==> config.mk <==
export PLATFORM = sky130hd
export DESIGN_NAME = cmp8b_window_minmax
export DESIGN_NICKNAME = d
export VERILOG_FILES = /design/src/rtl/cmp8b_window_minmax.sv
export SDC_FILE = /design/constraint.sdc
export NUM_CORES = 1
export LEC_CHECK = 0
export BUFFER_PORTS_ARGS = -buffer_cell sky130_fd_sc_hd__buf_2
export CAP_MARGIN = 20
export CORE_MARGIN = 1.5
export CORE_UTILIZATION = 45
export DETAILED_ROUTE_END_ITERATION = 16
export PLACE_DENSITY = 0.68
export SYNTH_ARGS = -nofsm -noshare
export SYNTH_HDL_FRONTEND = slang
export SYNTH_SLANG_ARGS = --single-unit
==> constraint.sdc <==
create_clock -name clk -period 6.05 [get_ports clk]
set_input_delay 0.3025 -clock clk [delete_from_list [all_inputs] [get_ports clk]]
set_output_delay 0.3025 -clock clk [all_outputs]
set_load 0.005 [all_outputs]
==> src/rtl/cmp8b_window_minmax.sv <==
// Windowed running max/min over an unsigned sample stream.
// Presents max, min, first-occurrence indices and span per window.
module cmp8b_window_minmax #(
  parameter int WIDTH  = 8,
  parameter int WINDOW = 16,
  parameter int IDX_W  = 4
) (
  input  logic             clk,
  input  logic             rst,
  input  logic             CLR,
  input  logic             IN_VALID,
  output logic             IN_READY,
  input  logic [WIDTH-1:0] IN_DATA,
  output logic             OUT_VALID,
  input  logic             OUT_READY,
  output logic [WIDTH-1:0] MAX,
  output logic [WIDTH-1:0] MIN,
  output logic [IDX_W-1:0] MAX_IDX,
  output logic [IDX_W-1:0] MIN_IDX,
  output logic [WIDTH-1:0] SPAN
);

  typedef enum logic {ACCUM, HOLD} state_t;

  state_t           state;
  state_t           state_nxt;
  logic [IDX_W-1:0] cnt;
  logic             accept;
  logic             last;
  logic             first;
  logic             take_max;
  logic             take_min;
  logic [WIDTH-1:0] max_nxt;
  logic [WIDTH-1:0] min_nxt;

  assign accept = IN_VALID && IN_READY && !CLR;
  assign last   = cnt == IDX_W'(WINDOW - 1);
  assign first  = cnt == '0;

  always_ff @(posedge clk) begin
    if (rst) state <= ACCUM;
    else     state <= state_nxt;
  end

  always_comb begin
    state_nxt = state;
    if (CLR) begin
      state_nxt = ACCUM;
    end else begin
      unique case (state)
        ACCUM: if (accept && last) state_nxt = HOLD;
        HOLD:  if (OUT_READY)      state_nxt = ACCUM;
        default: state_nxt = ACCUM;
      endcase
    end
  end

  always_comb begin
    IN_READY  = state == ACCUM;
    OUT_VALID = state == HOLD;
  end

  // Strict compares: ties keep the earliest index.
  always_comb begin
    take_max = first || (IN_DATA > MAX);
    take_min = first || (IN_DATA < MIN);
    max_nxt  = take_max ? IN_DATA : MAX;
    min_nxt  = take_min ? IN_DATA : MIN;
  end

  always_ff @(posedge clk) begin
    if (rst || CLR) begin
      cnt     <= '0;
      MAX     <= '0;
      MIN     <= '0;
      MAX_IDX <= '0;
      MIN_IDX <= '0;
      SPAN    <= '0;
    end else if (accept) begin
      cnt  <= last ? '0 : cnt + 1'b1;
      MAX  <= max_nxt;
      MIN  <= min_nxt;
      SPAN <= max_nxt - min_nxt;
      if (take_max) MAX_IDX <= cnt;
      if (take_min) MIN_IDX <= cnt;
    end else if (state == HOLD && OUT_READY) begin
      cnt <= '0;
    end
  end

endmodule

==> impl_metrics.py <==
metrics = {
    "die": {
        "design.portCount": 47,
        "die_area_mm2": 0.005551,
        "die_x_um": 74.51,
        "placeable_area_mm2": 0.004817,
        "floorplan.rows": 25,
        "die_h_um": 74.51,
        "floorplan.initialDensity_pct": 47.77,
    },
    "yosys": {
        "yosysSeqAreaShare_pct": 32.19,
        "synthCells": 270,
        "xor_xnor_fraction_of_synth_area_pct": 1.903,
        "synth_largest_area_cell": "sky130_fd_sc_hd__dfxtp_1",
        "synth_ff_type": "sky130_fd_sc_hd__dfxtp_1",
        "post_synthesis_area_per_instance_um2": 8.522,
        "dominant_combinational_cell_family_by_area_after_synthesis": "simple AND/OR/NAND/NOR gates",
        "synth_compound_area_share_pct": 15.44,
        "postSynth.asyncResetShare_pct": 0,
        "yosys-top-cells-area": "sky130_fd_sc_hd__dfxtp_1 32%, sky130_fd_sc_hd__ha_1 13%, sky130_fd_sc_hd__mux2i_1 8.7%",
        "post_synth_edffs": 0,
        "simple_logic_cell_fraction_of_the_synthesized_area_pct": 18.71,
        "post_synth_fa_ha_maj_area_fraction_pct": 13.92,
        "mappedNetlistNets": 308,
        "synth.top_cell.area_share_pct": 32.19,
        "synth.ff_latch_count": 37,
        "number_of_warnings_issued_by_yosys": 0,
        "post_synth_num_cell_types": 42,
        "portion_of_netlist_area_occupied_by_mux_cells_pct": 11.15,
        "synthesis.area_mm2": 0.002301,
    },
    "grt": {
        "initial_antenna_violation_count": 0,
        "grt.overflow.total": 0,
        "routing_usage_on_met2_pct": 34.62,
        "met1_capacity_usage_during_global_routing_pct": 24.15,
        "grt_start_max_net_pins": 37,
        "grt_use_total_pct": 20.04,
        "first_global_vias": 1861,
        "wire_length_of_the_first_global_routing_pass_um": 8445,
        "gr-usage-met3_pct": 3.794,
        "grt_most_used_layer": "met2",
    },
    "power": {
        "power-per-cell-area_mw_per_mm2": 225.4,
        "p_leak_nw": 1.108,
        "peakVddDrop_mv": 0.1159,
        "fin_total_pwr_uw": 603.5,
    },
    "setup_path": {
        "critical_path.reg2reg.startpoint": "MAX[7]",
        "reg2reg_depth": 17,
        "crit_required_ns": 6.28,
        "worst_ep_arrival_time_ns": 4.15,
        "path_max_fanout": 11,
        "setup.worst_path.end_class": "flop",
        "setup.worst_path.end": "SPAN[5]",
        "crit_path_from": "MAX[7]",
        "critPathKind": "flop to flop",
        "worst_r2r_endpoint": "SPAN[5]",
        "worst-r2r-setup-slack_ns": 2.13,
        "worstSetupStartpointType": "flop",
    },
    "final_layout": {
        "layout_commonest_cell": "sky130_fd_sc_hd__buf_2",
        "post-route-cell-area_mm2": 0.002678,
        "most_frequent_cells_in_the_layout": "46 x sky130_fd_sc_hd__buf_2, 37 x sky130_fd_sc_hd__dfxtp_1, 34 x sky130_fd_sc_hd__nand2_1",
        "nets": 350,
        "layout-drive-gt1-share_pct": 23.00,
        "diodes": 0,
        "fin_util_pct": 55.58,
        "filler_cell_count": 474,
        "areaGrowthSynthToFinish_pct": 16.37,
        "area.sequential_um2": 740.7,
        "multi_input_comb_area_mm2": 0.001406,
    },
    "timing": {
        "min_period_over_period_pct": 64.83,
        "fmax_ghz": 0.2549,
        "worst_clock_skew_ns": 0.004690,
        "final_report_setup_violation_count": 0,
        "relSlewSlack_pct": 31.04,
        "setup_ws_ns": 2.128,
        "finalSetupTns_ns": 0,
        "timing.final.crit_period_ns": 3.922,
        "finalHoldViolations": 0,
        "report.final.slew_viol_count": 0,
        "timing_worst_slew_pin_value_ns": 1.027,
        "setup_repair_after_global_routing_missed_its_margin": "no",
    },
    "cts": {
        "h-tree-depth": 2,
        "clk_root_buffer_cell": "sky130_fd_sc_hd__clkbuf_8",
        "clock_path_buffers": 2,
        "total_clock_buffers_created_by_cts": 5,
        "cts_sinks": 37,
        "postCtsHoldBufs": 0,
        "path_clk_slew_ns": 0.07,
        "cts_repair_resize_count": 0,
        "cts.repair_timing.setup_buffer_count": 0,
        "clock_insertion_delay_worst_skew_ns": 0.30,
        "cts_tree": "built",
    },
    "run": {
        "maxCapViolCount": 0,
    },
    "drt": {
        "routed_wl_um": 4987,
        "antenna_left": 0,
        "route.vias.total": 1962,
        "post_dr_wirelength_cell_um": 13.12,
        "post_detailed_route_via_to_cell_ratio": 5.163,
        "post-route-drc-count": 0,
        "dr.pass1.iters": 4,
        "first_iter_violations": 83,
    },
    "place": {
        "dp_hpwl_um": 3614,
        "gp_routability_congestion": 0.8130,
        "port_buffers": 46,
        "dp_worst_setup_slack_ns": 2.151,
        "area_post_placement_mm2": 0.002544,
    },
    "status": {
        "status": "finished, final reports clean",
    },
    "hold_path": {
        "hold_start": "IN_DATA[0]",
        "timing.hold.worst.class": "input port to flop",
    },
}
synthesized netlist by cell type, drive strengths merged (3+ instances only):
| library cell | instances |
|---|---|
| a21oi | 30 |
| o211ai | 3 |
| or3 | 3 |
| a21o | 3 |
| mux2 | 5 |
| clkbuf | 6 |
| nand2 | 34 |
| xnor2 | 4 |
| dfxtp | 37 |
| ha | 24 |
| nor2b | 5 |
| nand3 | 6 |
| inv | 22 |
| nor3 | 4 |
| o21ai | 9 |
| buf | 5 |
| a211oi | 3 |
| nor2 | 26 |
| mux2i | 20 |
cells by family (layout without fill, tap and decap cells):
family | after synthesis | after routing
multiplexers | 25 | 25
AO/OA/AOI/OAI | 55 | 55
adder cells (fa/ha/maj) | 25 | 25
AND/OR/NAND/NOR | 90 | 90
flip-flops | 37 | 37
XOR/XNOR | 5 | 5
buffers and inverters | 33 | 76
layer usage:
| layer | part of all wire, % | wire, µm |
|---|---|---|
| met1 | 47 | 2337 |
| met2 | 47 | 2350 |
| met3 | 4.2 | 210 |
| met4 | 1.8 | 89 |
| met5 | 0 | 0 |
state kept, by name (all words and copies together), names as in the netlist:
| register | flops |
|---|---|
| MAX | 8 |
| MIN | 8 |
| SPAN | 8 |
| MAX_IDX | 4 |
| MIN_IDX | 4 |
| cnt | 4 |
| OUT_VALID | 1 |
power breakdown:
| group | total [mW] | internal, mW | leakage [nW] | switching [mW] |
|---|---|---|---|---|
| Sequential | 0.252 | 0.248 | 0.299 | 0.00427 |
| Combinational | 0.0944 | 0.0409 | 0.740 | 0.0536 |
| Clock | 0.257 | 0.164 | 0.0681 | 0.0930 |
| Total | 0.604 | 0.453 | 1.11 | 0.151 |
worst min-delay path by stage:
stage / end / depth (start not counted)
2_1_floorplan: MIN[1] / 2
3_3_place_gp: MIN_IDX[3] / 2
6_report: MIN[0] / 3
4_1_cts: MIN[0] / 3
5_1_grt: MIN[3] / 3
3_5_place_dp: SPAN[6] / 2
per-stage QoR:
step	std cells	hold slack, ns
after floorplan	270	0.4385
after global placement	372	0.4409
after detailed placement	372	0.4437
after CTS	380	0.2700
after global routing	380	0.3046
final	380	0.2738
cell type report:
| type | instances | area share [%] |
|---|---|---|
| clock buffers | 5 | 2.570 |
| clock inverters | 3 | 2.430 |
| inverters | 22 | 3.084 |
| multi-input cells | 200 | 52.52 |
| flip-flops and latches | 37 | 27.66 |
| well taps | 67 | 3.131 |
| repair buffers | 46 | 8.598 |
worst max-delay path, cell delays in order, from the launching register on:
cell and delay, ns:
sky130_fd_sc_hd__dfxtp_1 0.45, sky130_fd_sc_hd__inv_1 0.07, sky130_fd_sc_hd__ha_1 0.32, sky130_fd_sc_hd__nand4_1 0.11, sky130_fd_sc_hd__nor2_1 0.16, sky130_fd_sc_hd__a21oi_1 0.09
sky130_fd_sc_hd__nor3_2 0.78, sky130_fd_sc_hd__mux2i_1 0.37, sky130_fd_sc_hd__inv_1 0.08, sky130_fd_sc_hd__ha_1 0.26, sky130_fd_sc_hd__nor2b_1 0.12, sky130_fd_sc_hd__o21ai_0 0.18
sky130_fd_sc_hd__a21oi_1 0.11, sky130_fd_sc_hd__o21ai_0 0.21, sky130_fd_sc_hd__nor2b_1 0.19, sky130_fd_sc_hd__xnor2_1 0.13, sky130_fd_sc_hd__nand2_1 0.07, sky130_fd_sc_hd__a21oi_1 0.14
Power figures use the tool's default switching activity.
